`src/rtl/gfifo_pkg.sv`:
```
// Shared widths, entry layout and error codes for the difftest step channel.
package gfifo_pkg;

  localparam int unsigned DefStepWidth = 8;
  localparam int unsigned DefCntWidth  = 16;

  typedef struct packed {
    logic [63:0]              cycle;
    logic [DefCntWidth-1:0]   count;
  } gfifo_entry_t;

  typedef enum logic [1:0] {
    ErrNone     = 2'd0,
    ErrHostFail = 2'd1,
    ErrCntSat   = 2'd2,
    ErrProto    = 2'd3
  } gfifo_err_e;

endpackage

```
`src/rtl/gfifo_sync_fifo.sv`:
```
// Generic single-clock FIFO; pointers carry an extra wrap bit to tell full from empty.
module gfifo_sync_fifo #(
  parameter int unsigned Width = 80,
  parameter int unsigned Depth = 8
) (
  input  logic             clk_i,
  input  logic             rst_i,
  input  logic             wr_en_i,
  input  logic [Width-1:0] wr_data_i,
  input  logic             rd_en_i,
  output logic [Width-1:0] rd_data_o,
  output logic             full_o,
  output logic             empty_o
);

  localparam int unsigned Aw = $clog2(Depth);

  logic [Aw:0]      wr_ptr_q, wr_ptr_d;
  logic [Aw:0]      rd_ptr_q, rd_ptr_d;
  logic [Width-1:0] mem_q [Depth];

  assign empty_o   = (wr_ptr_q == rd_ptr_q);
  assign full_o    = (wr_ptr_q[Aw-1:0] == rd_ptr_q[Aw-1:0]) && (wr_ptr_q[Aw] != rd_ptr_q[Aw]);
  assign rd_data_o = mem_q[rd_ptr_q[Aw-1:0]];

  always_comb begin
    wr_ptr_d = wr_ptr_q + {{Aw{1'b0}}, wr_en_i};
    rd_ptr_d = rd_ptr_q + {{Aw{1'b0}}, rd_en_i};
  end

  always_ff @(posedge clk_i) begin
    if (rst_i) begin
      wr_ptr_q <= '0;
      rd_ptr_q <= '0;
    end else begin
      wr_ptr_q <= wr_ptr_d;
      rd_ptr_q <= rd_ptr_d;
    end
  end

  // Storage needs no reset; the pointers define which slots are live.
  always_ff @(posedge clk_i) begin
    if (wr_en_i) begin
      mem_q[wr_ptr_q[Aw-1:0]] <= wr_data_i;
    end
  end

endmodule

```
`src/rtl/gfifo_ctrl.sv`:
```
// Difftest step channel: coalesces per-cycle commit counts into stamped FIFO entries for the
// host and latches the first host failure or channel error.
module gfifo_ctrl
  import gfifo_pkg::*;
#(
  parameter int unsigned STEP_WIDTH = DefStepWidth,
  parameter int unsigned CNT_WIDTH  = DefCntWidth,
  parameter int unsigned DEPTH      = 8,
  parameter int unsigned MAX_OUT    = 4
) (
  input  logic                  clock,
  input  logic                  reset,
  input  logic [STEP_WIDTH-1:0] step,
  output logic                  host_valid,
  input  logic                  host_ready,
  output logic [63:0]           host_cycle,
  output logic [CNT_WIDTH-1:0]  host_count,
  input  logic                  rsp_valid,
  input  logic                  rsp_fail,
  output logic                  simv_result,
  output logic [1:0]            err_code
);

  localparam int unsigned EntryW = 64 + CNT_WIDTH;
  localparam int unsigned SumW   = CNT_WIDTH + 1;
  localparam int unsigned OutW   = $clog2(MAX_OUT + 1);
  localparam logic [OutW-1:0] MaxOut = OutW'(MAX_OUT);
  localparam logic [SumW-1:0] CntMax = {1'b0, {CNT_WIDTH{1'b1}}};

  logic [63:0]          cycle_q, cycle_d;
  logic [CNT_WIDTH-1:0] acc_q, acc_d;
  logic [OutW-1:0]      out_q, out_d;
  logic                 simv_q, simv_d;
  gfifo_err_e           err_q, err_d;

  logic                 fifo_full, fifo_empty;
  logic                 push, pop, sat, rsp_ok, proto, host_fail;
  logic [SumW-1:0]      sum;
  logic [CNT_WIDTH-1:0] cnt;
  logic [EntryW-1:0]    wdata, rdata;

  assign host_valid = !fifo_empty && (out_q < MaxOut);
  assign pop        = host_valid && host_ready;
  assign sum        = {1'b0, acc_q} + SumW'(step);
  assign sat        = (sum > CntMax);
  assign cnt        = sat ? {CNT_WIDTH{1'b1}} : sum[CNT_WIDTH-1:0];
  // A same-cycle pop frees a slot, so a full FIFO can still take a push.
  assign push       = (sum != '0) && (!fifo_full || pop);
  assign wdata      = {cycle_q, cnt};

  assign rsp_ok     = rsp_valid && (out_q != '0);
  assign proto      = rsp_valid && (out_q == '0);
  assign host_fail  = rsp_valid && rsp_fail;

  assign host_cycle  = rdata[EntryW-1:CNT_WIDTH];
  assign host_count  = rdata[CNT_WIDTH-1:0];
  assign simv_result = simv_q;
  assign err_code    = err_q;

  gfifo_sync_fifo #(
    .Width (EntryW),
    .Depth (DEPTH)
  ) u_fifo (
    .clk_i     (clock),
    .rst_i     (reset),
    .wr_en_i   (push),
    .wr_data_i (wdata),
    .rd_en_i   (pop),
    .rd_data_o (rdata),
    .full_o    (fifo_full),
    .empty_o   (fifo_empty)
  );

  always_comb begin
    cycle_d = cycle_q + 64'd1;
    acc_d   = push ? '0 : cnt;
    out_d   = out_q + OutW'(pop) - OutW'(rsp_ok);
    simv_d  = simv_q | host_fail | sat | proto;
    err_d   = err_q;
    // First error wins; among simultaneous causes host failure ranks highest.
    if (err_q == ErrNone) begin
      if (host_fail)  err_d = ErrHostFail;
      else if (sat)   err_d = ErrCntSat;
      else if (proto) err_d = ErrProto;
    end
  end

  always_ff @(posedge clock) begin
    if (reset) begin
      cycle_q <= '0;
      acc_q   <= '0;
      out_q   <= '0;
      simv_q  <= 1'b0;
      err_q   <= ErrNone;
    end else begin
      cycle_q <= cycle_d;
      acc_q   <= acc_d;
      out_q   <= out_d;
      simv_q  <= simv_d;
      err_q   <= err_d;
    end
  end

endmodule

```
`config.mk`:
```
export PLATFORM = sky130hd
export DESIGN_NAME = gfifo_ctrl
export DESIGN_NICKNAME = d
export VERILOG_FILES = /design/src/rtl/gfifo_pkg.sv /design/src/rtl/gfifo_sync_fifo.sv /design/src/rtl/gfifo_ctrl.sv
export SDC_FILE = /design/constraint.sdc
export NUM_CORES = 1
export LEC_CHECK = 0
export ABC_CLOCK_PERIOD_IN_PS = 16500
export CAP_MARGIN = 20
export CORE_ASPECT_RATIO = 1.5
export CORE_MARGIN = 1.5
export CORE_UTILIZATION = 30
export CTS_CLUSTER_SIZE = 20
export DETAILED_ROUTE_END_ITERATION = 10
export GPL_TIMING_DRIVEN = 0
export PLACE_DENSITY = 0.53
export SYNTH_ARGS = -nofsm -noshare
export SYNTH_HDL_FRONTEND = slang
export SYNTH_HIERARCHICAL = 1
export SYNTH_SLANG_ARGS = --single-unit
```
`constraint.sdc`:
```
create_clock -name clock -period 16.5 [get_ports clock]
set_input_delay 2.475 -clock clock [delete_from_list [all_inputs] [get_ports clock]]
set_output_delay 2.475 -clock clock [all_outputs]
set_load 0.03 [all_outputs]
```
==> impl_metrics.tcl <==
set metrics [dict create \
    clock_sinks 734 \
    dieHeight_um 382.1 \
    ctsHtreeMaxLevel 3 \
    rr_endpoint "u_fifo/mem_q[2][11]$_DFFE_PP_" \
    worst_pin_slew_ns 1.078 \
    fin_hold_ws_ns 0.4788 \
    seq_power_share 0.454 \
    post-cts-setup-buffers 0 \
    clk_pin_slew_ns 0.06 \
    clock_path_buffers 3 \
    synth.net_count 1519 \
    slowest_delay_ns 0.86 \
    status "finished, final reports clean" \
    drt_wl_total_um 67190 \
    slew_headroom 0.2811 \
    cap_violations 0 \
    crit_chain "clkdlybuf4s50_1, ha_1, inv_1, fa_1, nand2b_1, a2111oi_2, o21ai_0, xor2_1, o311a_1, a31oi_1, nand2_1, nor3_2, buf_8, buf_8, buf_6, buf_6" \
    insertedDiodeCount 0 \
    skew_ns 0.02743 \
    async_flop_share 0 \
    postRouteAntennaNets 0 \
    initial_utilization 0.3038 \
    cp_max_fo 9 \
    syn2layout_area_growth_pct 20.24 \
    leakagePower_nw 10.93 \
    vias 14430 \
    r2r_slack_ns 11.40 \
    grt_start_max_net_pins 25 \
    syn_avg_cell_area_um2 19.31 \
    die_w_um 255.7 \
    cts_tree "done" \
    syn_area_mm2 0.02875 \
    rr_startpoint "acc_q[0]$_SDFF_PP0_" \
    vias_per_cell 4.771 \
    clockRootBuffer "clkbuf_16" \
    internal_power_mw 3.463 \
    fin_ws_ns 9.281 \
    vdd_drop_max_v 0.00006241 \
    synth.top_cell.area_share 0.6686 \
    cp_data_required_time_ns 16.81 \
    p_sw_mw 1.177 \
    cts_buffers 74 \
    synth_edf_count 640 \
    slowest_stage "nor3_2" \
    netlist_top_cells_count "640 x edfxtp_1, 160 x mux4_2, 94 x dfxtp_1" \
    yosys-top-cells-area "edfxtp_1 67%, mux4_2 13%, dfxtp_1 6.5%" \
    nFillCells 8818 \
    ctsHoldBuffers 0 \
    clock.fmax_mhz 138.5 \
    grt.total_usage 0.1392 \
    pwr-share-comb 0.181 \
    grt_pass1_vias 15560 \
    p_sw_frac 0.2536 \
    ys_seq_elements 734 \
    hold_viol_final 0 \
    layout-drive-gt1-share 0.2528 \
    clk-insertion-delay-late_ns 0.63 \
    slew_viol_final 0 \
    dp.final_hpwl_um 44670 \
    drc 0 \
    rows 138 \
    coreArea_mm2 0.09462 \
    crit_type "primary input to register" \
    antenna_found_initial 0 \
    avgRoutedWirePerCell_um 22.22 \
    cp.arrival_ns 7.53 \
    boundaryPins 97 \
    io_buffers 96 \
    drtPass1Iterations 5 \
    synth.distinct_cells 60 \
    pre_cts_ws_ns 8.533 \
    hp-start "err_code[1]$_SDFFE_PP0P_" \
    rsz0062_at_grt "no" \
    grt-ovfl-total 0 \
    cp-end-kind "register" \
    fin_nets 1737 \
    drt_iter0_markers 806 \
    yosys.area.top_type "edfxtp_1" \
    min_path_cells 2 \
    synth_ff_type "edfxtp_1" \
    timing.final.crit_share 0.4375 \
    gp_congestion 0.7509 \
    synth_most_common_cell "edfxtp_1" \
    clkPwrFrac 0.365 \
    grt_pass1_wl_um 101300 \
    dieArea_mm2 0.09773 \
    start_kind "primary input" \
    hold_class "register to register" \
    min_to "err_code[1]$_SDFFE_PP0P_" \
    seq_area_frac_synth 0.7340 \
    ctsResizeCount 0 \
    finalSetupViolCount 0 \
    synth_cells 1489 \
    ff2ff_path_depth 15 \
    finalCriticalPeriod_ns 7.219 \
    yosysWarnings 6 \
    p_per_area_mw_per_mm2 134.2 \
]
flip-flops by register name (all words and copies together) (netlist names):
name,count
simv_result,1
acc_q,16
cycle_q,64
err_code,2
u_fifo/rd_ptr_q,4
u_fifo/mem_q,640
u_fifo/wr_ptr_q,4
out_q,3
per-layer routing:
| layer | GRT usage | up-vias | share of wire |
|---|---|---|---|
| met5 | 0 | - | 0 |
| met4 | 0.04405 | 0 | 0.020 |
| met3 | 0.02132 | 83 | 0.037 |
| met2 | 0.2526 | 265 | 0.53 |
| met1 | 0.1688 | 7643 | 0.41 |
| li1 | - | 6437 | - |
how the worst max path moves through the flow:
| stage | from | to | slack, ns | cells after the start |
|---|---|---|---|---|
| 2_1_floorplan | step[0] | u_fifo/mem_q[0][0]$_DFFE_PP_ | 5.78 | 11 |
| 3_3_place_gp | step[0] | u_fifo/mem_q[2][13]$_DFFE_PP_ | -2.01 | 12 |
| 3_5_place_dp | step[5] | u_fifo/mem_q[2][13]$_DFFE_PP_ | 8.53 | 15 |
| 4_1_cts | step[5] | u_fifo/mem_q[2][11]$_DFFE_PP_ | 9.18 | 15 |
| 5_1_grt | step[0] | u_fifo/mem_q[2][13]$_DFFE_PP_ | 8.89 | 16 |
| 6_report | step[0] | u_fifo/mem_q[2][11]$_DFFE_PP_ | 9.28 | 16 |
worst max-delay path, delay by kind of cell:
family	cells	cell delay [ns]
xor+xnor	1	0.21
fa+ha+maj	2	0.60
buf+inv	6	1.32
compound gates	4	1.49
simple gates	3	1.42
power groups by stage:
| stage | Combinational (mW) | Clock, mW | Sequential (mW) |
|---|---|---|---|
| global placement | 0.829 | 0 | 2.17 |
| detailed placement | 0.864 | 0 | 2.15 |
| finish | 0.838 | 1.70 | 2.11 |
| global route | 0.897 | 1.81 | 2.11 |
| floorplan | 0.534 | 0 | 2.15 |
| CTS | 0.869 | 1.74 | 2.11 |
cell type report:
| type | count | area (um^2) | share of cell area |
|---|---|---|---|
| multi-input combinational | 664 | 7269 | 0.2103 |
| inverter | 26 | 97.59 | 0.002824 |
| clock buffer | 91 | 1987 | 0.05748 |
| sequential | 734 | 21100 | 0.6105 |
| timing repair buffer | 142 | 1737 | 0.05024 |
| buffer | 65 | 334.1 | 0.009665 |
| tap | 1260 | 1577 | 0.04561 |
| clock inverter | 42 | 462.9 | 0.01339 |
through the flow:
step | power [mW] | util | instances | TNS [ns] | area (um^2)
6_report | 4.640 | 0.3653 | 3024 | 0 | 34560
5_1_grt | 4.818 | 0.3653 | 3024 | 0 | 34560
4_1_cts | 4.714 | 0.3652 | 3023 | 0 | 34560
3_5_place_dp | 3.011 | 0.3393 | 2890 | 0 | 32110
3_3_place_gp | 3.000 | 0.3306 | 2845 | -298.32 | 31280
2_1_floorplan | 2.688 | - | 1489 | 0 | 28750
cell families after synthesis:
logic type | share of synthesized area
AND/OR/NAND/NOR | 0.04744
multiplexers | 0.1578
AO/OA/AOI/OAI | 0.01954
adder cells (fa/ha/maj) | 0.007922
XOR/XNOR | 0.01828
flip-flops | 0.7340
buffers and inverters | 0.01502
layout by cell type, fill, tap and decap left out, drive strengths merged, types with 3 or more instances in the layout:
cell type,count
o21ai,28
nand4,12
clkdlybuf4s50,96
mux2,81
xnor2,36
edfxtp,640
a31oi,4
nand2b,5
or2,8
or3,25
and3,4
nor2,76
nand3,28
inv,30
and2,3
xor2,24
and4,8
clkinvlp,5
clkinv,25
nor4,14
clkbuf,131
nand2,34
a21oi,31
bufinv,8
nor3b,4
buf,71
dfxtp,94
a211oi,3
mux4,160
nor3,14
nor2b,14
ha,15
No activity file was read; power rests on OpenSTA's default activity.
